`src/rtl/multi_shift_register.sv`:
```
// -----------------------------------------------------------------------------
// multi_shift_register
//
// Serial multi-bit shifter for the multiplier datapath. A WIDTH-bit operand is
// loaded on an accepted start and then shifted one bit per clock, left or
// right, for a run-time number of steps. Arithmetic, logical and rotate modes
// are supported. The start/busy/done handshake lets a controlling FSM issue a
// whole multi-bit shift as one request.
//
// Parameters
//   WIDTH      operand/result width in bits (>= 2)
//   AMT_W      width of the shift-amount input (amounts 0 .. 2^AMT_W-1)
//
// Ports
//   clk        system clock, all state updates on the rising edge
//   reset      asynchronous, active-high reset
//   start      request; only sampled while idle or done
//   in         operand, captured on an accepted start
//   amount     shift count, captured on an accepted start
//   dir        0 = right, 1 = left; captured on an accepted start
//   mode       00 arithmetic, 01 logical, 10 rotate, 11 logical
//   out        working / result register
//   shift_out  last bit shifted or rotated out (0 when amount = 0)
//   busy       high while shifting
//   done       one-cycle pulse, result valid
// -----------------------------------------------------------------------------
module multi_shift_register #(
    parameter int unsigned WIDTH = 16,
    parameter int unsigned AMT_W = 4
) (
    input  logic             clk,
    input  logic             reset,
    input  logic             start,
    input  logic [WIDTH-1:0] in,
    input  logic [AMT_W-1:0] amount,
    input  logic             dir,
    input  logic [1:0]       mode,
    output logic [WIDTH-1:0] out,
    output logic             shift_out,
    output logic             busy,
    output logic             done
);

    // -------------------------------------------------------------------------
    // Types
    // -------------------------------------------------------------------------
    // Encoding chosen so busy/done each depend on a single state bit.
    typedef enum logic [1:0] {
        ST_IDLE  = 2'b00,
        ST_SHIFT = 2'b01,
        ST_DONE  = 2'b10
    } state_t;

    typedef enum logic [1:0] {
        MODE_ARITH     = 2'b00,
        MODE_LOGIC     = 2'b01,
        MODE_ROTATE    = 2'b10,
        MODE_LOGIC_ALT = 2'b11
    } mode_t;

    // -------------------------------------------------------------------------
    // State
    // -------------------------------------------------------------------------
    state_t           state_q,     state_d;
    logic [WIDTH-1:0] out_q,       out_d;
    logic             shift_out_q, shift_out_d;
    logic [AMT_W-1:0] count_q,     count_d;
    logic             dir_q,       dir_d;
    mode_t            mode_q,      mode_d;

    // -------------------------------------------------------------------------
    // Control decodes
    // -------------------------------------------------------------------------
    logic accepting;
    logic accept;
    logic last_step;

    assign accepting = (state_q == ST_IDLE) || (state_q == ST_DONE);
    assign accept    = accepting && start;
    assign last_step = (count_q == AMT_W'(1));

    // -------------------------------------------------------------------------
    // FSM: state register
    // -------------------------------------------------------------------------
    always_ff @(posedge clk or posedge reset) begin
        if (reset) begin
            state_q <= ST_IDLE;
        end else begin
            state_q <= state_d;
        end
    end

    // -------------------------------------------------------------------------
    // FSM: next-state logic
    // -------------------------------------------------------------------------
    always_comb begin
        state_d = state_q;
        unique case (state_q)
            ST_IDLE, ST_DONE: begin
                if (start) begin
                    // A zero amount skips SHIFT and reports done straight away.
                    state_d = (amount != '0) ? ST_SHIFT : ST_DONE;
                end else begin
                    state_d = ST_IDLE;
                end
            end
            ST_SHIFT: begin
                if (last_step) begin
                    state_d = ST_DONE;
                end
            end
            default: begin
                state_d = ST_IDLE;
            end
        endcase
    end

    // -------------------------------------------------------------------------
    // FSM: outputs (pure decodes of the registered state)
    // -------------------------------------------------------------------------
    always_comb begin
        busy = 1'b0;
        done = 1'b0;
        unique case (state_q)
            ST_SHIFT: busy = 1'b1;
            ST_DONE:  done = 1'b1;
            default: begin
                busy = 1'b0;
                done = 1'b0;
            end
        endcase
    end

    // -------------------------------------------------------------------------
    // Single-step shifter
    // -------------------------------------------------------------------------
    logic             fill_msb;
    logic             fill_lsb;
    logic [WIDTH-1:0] step_val;
    logic             step_bit;

    // Bit entering the vacated end of the word for one step.
    always_comb begin
        fill_msb = 1'b0;
        fill_lsb = 1'b0;
        unique case (mode_q)
            MODE_ARITH: begin
                fill_msb = out_q[WIDTH-1];
                fill_lsb = 1'b0;
            end
            MODE_ROTATE: begin
                fill_msb = out_q[0];
                fill_lsb = out_q[WIDTH-1];
            end
            default: begin
                fill_msb = 1'b0;
                fill_lsb = 1'b0;
            end
        endcase
    end

    always_comb begin
        step_val = out_q;
        step_bit = 1'b0;
        if (dir_q) begin
            step_val = {out_q[WIDTH-2:0], fill_lsb};
            step_bit = out_q[WIDTH-1];
        end else begin
            step_val = {fill_msb, out_q[WIDTH-1:1]};
            step_bit = out_q[0];
        end
    end

    // -------------------------------------------------------------------------
    // Datapath next-state
    // -------------------------------------------------------------------------
    always_comb begin
        out_d       = out_q;
        shift_out_d = shift_out_q;
        count_d     = count_q;
        dir_d       = dir_q;
        mode_d      = mode_q;
        if (accept) begin
            out_d       = in;
            shift_out_d = 1'b0;
            count_d     = amount;
            dir_d       = dir;
            mode_d      = mode_t'(mode);
        end else if (state_q == ST_SHIFT) begin
            // start is deliberately ignored here: operands stay latched.
            out_d       = step_val;
            shift_out_d = step_bit;
            count_d     = count_q - AMT_W'(1);
        end
    end

    // -------------------------------------------------------------------------
    // Datapath registers
    // -------------------------------------------------------------------------
    always_ff @(posedge clk or posedge reset) begin
        if (reset) begin
            out_q       <= '0;
            shift_out_q <= 1'b0;
            count_q     <= '0;
            dir_q       <= 1'b0;
            mode_q      <= MODE_ARITH;
        end else begin
            out_q       <= out_d;
            shift_out_q <= shift_out_d;
            count_q     <= count_d;
            dir_q       <= dir_d;
            mode_q      <= mode_d;
        end
    end

    assign out       = out_q;
    assign shift_out = shift_out_q;

endmodule

```
`config.mk`:
```
export PLATFORM = sky130hd
export DESIGN_NAME = multi_shift_register
export DESIGN_NICKNAME = d
export VERILOG_FILES = /design/src/rtl/multi_shift_register.sv
export SDC_FILE = /design/constraint.sdc
export NUM_CORES = 1
export LEC_CHECK = 0
export ABC_AREA = 1
export BUFFER_PORTS_ARGS = -buffer_cell sky130_fd_sc_hd__buf_2
export CAP_MARGIN = 5
export CORE_MARGIN = 3
export CORE_UTILIZATION = 51
export CTS_CLUSTER_DIAMETER = 150
export DETAILED_ROUTE_END_ITERATION = 10
export PLACE_DENSITY_LB_ADDON = 0.1
export SLEW_MARGIN = 30
export SYNTH_ARGS = -nofsm -noshare
export SYNTH_HDL_FRONTEND = slang
export SYNTH_SLANG_ARGS = --single-unit
```
`constraint.sdc`:
```
create_clock -name clk -period 1.55 [get_ports clk]
set_clock_uncertainty 0.2 [all_clocks]
set_input_delay 0.155 -clock clk [delete_from_list [all_inputs] [get_ports clk]]
set_output_delay 0.155 -clock clk [all_outputs]
set_load 0.03 [all_outputs]
```
==> qor.csv <==
metric,value,unit
outcome,finished clean,
floorplan.core_area,2829,um2
relSlewSlack,0.7795,
ioPinCount,45,
p_int,0.002212,W
finalSetupViolations,0,
xor_xnor_share_of_the_synthesized_area,0.005650,
drt_pre_antenna_iters,4,
power.static_leakage,1.185,nW
required,1.59,ns
cts.clk_slew.worst_paths,0.16,ns
setup_slack,0.05788,ns
detailroute.via_count,1653,
dp_slack,0.09254,ns
post_synthesis_cell_area,1550,um2
groute.layer.met3.usage,0.03774,
fillCellCount,237,
initial_antenna_violation_count,0,
cell_by_cell_listing_of_the_critical_path,buf_4 > nor2_4 > buf_12 > a21oi_1 > o21ai_0 > nand2_1,
power_switching_share,0.4938,
max_slew_violation_count,0,
synth.yosys.seq_area_share,0.4197,
remaining_drc_errors,0,
synth_top_family_by_area,simple AND/OR/NAND/NOR gates,
cts_tree,built,
power.share.sequential,0.297,
critical-path-slowest-cell,sky130_fd_sc_hd__dfrtp_2,
max-cap-violations,0,
busiest_layer,met2,
finalHoldViolations,0,
final.setup.tns,0,ns
p_comb_frac,0.593,
min_period_over_period,0.9627,
critical_path.max_fanout,17,
yosys_register_bits,26,
floorplan.die_area,3737,um2
mappedNetlistNets,251,
place.gp.congestion,0.8220,
worstSetupStartpointType,flop,
chipWidth,61.14,um
hold_ws,0.08590,ns
cts.path.max_buffers,2,
average_footprint_of_a_synthesized_cell,6.952,um2
vdd_ir_drop_max,1.493,mV
cts.sinks,26,
wl_per_cell,12.38,um
via_per_inst,5.040,
setup.reg_to_reg.worst_slack,0.06,ns
antenna_violating_nets_post_route,0,
fin_nets,326,
critical_path_arrival,1.53,ns
port_buffers,44,
vias_in_the_first_global_route,1352,
globalRoute.totalOverflow,0,
drive_gt1_frac,0.2357,
clockPowerShare,0.110,
grt_util_met1,0.3246,
mostFrequentLayoutCell,sky130_fd_sc_hd__nand2_1,
synthTopCellsByArea,"sky130_fd_sc_hd__dfrtp_1 (42%), sky130_fd_sc_hd__nand2_1 (24%), sky130_fd_sc_hd__inv_1 (5.1%), sky130_fd_sc_hd__nor2_1 (4.1%), sky130_fd_sc_hd__nand3_1 (3.6%)",
grt.total_usage,0.2215,
route.final.wire_length,4.061,mm
synth_compound_area_frac,0.1017,
clk_latency,0.33,ns
worst-slew-pin-transition,0.3307,ns
groute.layer.met2.usage,0.3535,
grt_first_pass_wirelength,6.251,mm
yosys_warnings,0,
synthAdderAreaFrac,0.01614,
grt_start_max_net_pins,27,
worstSetupPathType,flop to flop,
synth_mux_area_frac,0,
power_density,2041,nW/um2
synth_simple_gate_area_share,0.3374,
most-common-layout-cells,"sky130_fd_sc_hd__nand2_1 (98), sky130_fd_sc_hd__buf_2 (43), sky130_fd_sc_hd__dfrtp_1 (25)",
netlist_instances,223,
num_antenna_cells,0,
clock_tree.htree_level_count,1,
yosysTopAreaCellShare,0.4197,
power.net_switching,0.002158,W
library_cell_with_the_largest_summed_area_after_synthesis,sky130_fd_sc_hd__dfrtp_1,
die_h,61.14,um
max_freq,670.2,MHz
layout-area-overhead-vs-synth,38.10,%
drt_first_iter_violations,98,
placement_rows,19,
timing.critical_path.to_type,flop,
critPathMaxStageDelay,0.47,ns
start_util,0.5480,
synth_cell_type_count,21,
period_needed,1.492,ns
hpwl_dp,2.652,mm
min-delay-path-class,input pin to flop,
cts-root-buf,sky130_fd_sc_hd__clkbuf_4,
tritoncts.num_buffers,3,
[state kept, by name (all words and copies together) (netlist names)]
register   flops
count_q        4
dir_q          1
mode_q         2
out           16
shift_out      1
state_q        2
[layout make-up]
| class | count | area (um2) | area share |
|---|---|---|---|
| Clock buffer | 3 | 22.52 | 0.01052 |
| Clock inverter | 1 | 30.03 | 0.01403 |
| Inverter | 24 | 95.09 | 0.04442 |
| Multi-Input combinational cell | 163 | 724.4 | 0.3384 |
| Sequential cell | 26 | 651.9 | 0.3045 |
| Tap cell | 31 | 38.79 | 0.01812 |
| Timing Repair Buffer | 80 | 578.1 | 0.2700 |
[critical path: cells and delay by family (launching register included)]
kind / cells / cell delay (ns)
compound gates: 2 / 0.21
simple gates: 2 / 0.21
flops: 1 / 0.47
buf+inv: 2 / 0.31
[stage by stage]
stage	std cells	total power [W]	utilization	instance area, um2
after floorplan	223	0.003107	-	1550
after global placement	296	0.003623	0.6316	1787
after detailed placement	296	0.003649	0.6316	1787
after CTS	326	0.004237	0.7426	2101
after global routing	328	0.004744	0.7567	2141
final	328	0.004369	0.7567	2141
[kinds of logic (layout without fill, tap and decap cells)]
kind of cell / after synthesis / after routing
AND/OR/NAND/NOR: 131 / 131
buffers and inverters: 34 / 108
AO/OA/AOI/OAI: 29 / 29
flip-flops: 26 / 26
adder cells (fa/ha/maj): 2 / 2
XOR/XNOR: 1 / 1
[power by group through the flow]
stage | Clock [W] | Sequential [W] | Combinational, W
after CTS | 0.000483 | 0.00128 | 0.00247
after detailed placement | 0 | 0.00130 | 0.00235
after global routing | 0.000502 | 0.00134 | 0.00290
final | 0.000480 | 0.00130 | 0.00259
after floorplan | 0 | 0.00162 | 0.00148
after global placement | 0 | 0.00130 | 0.00232
[metal layers]
metal	vias up	share of wire
li1	838	-
met1	747	0.46
met2	66	0.47
met3	2	0.070
met4	0	0.0047
met5	-	0
[cell usage after synthesis, drive strengths merged]
master and count:
nand2 101, dfrtp 26, inv 24, nor2 18, o21ai 14, nand3 11
buf 10, a21oi 8, a31oi 4, o211ai 3, ha 2, nand4 1
xnor2 1
[path summary, 6_finish.rpt]
kind,from,end,cells after the start
max,state_q[0],out[8],6
min,start,out[15],6
max reg2reg,state_q[0],out[8],6
min reg2reg,shift_out,shift_out,2
max in group asynchronous,reset,out[6],4
min in group asynchronous,reset,mode_q[0],4
[timing repair]
item	in CTS	in global routing
pin swaps	0	1
buffers inserted	2	2
setup endpoints to repair	1	16
hold buffers	24	0
hold endpoints to repair	51	0
resized for setup	4	9
Note: power is estimated with default switching activity, not from simulation.
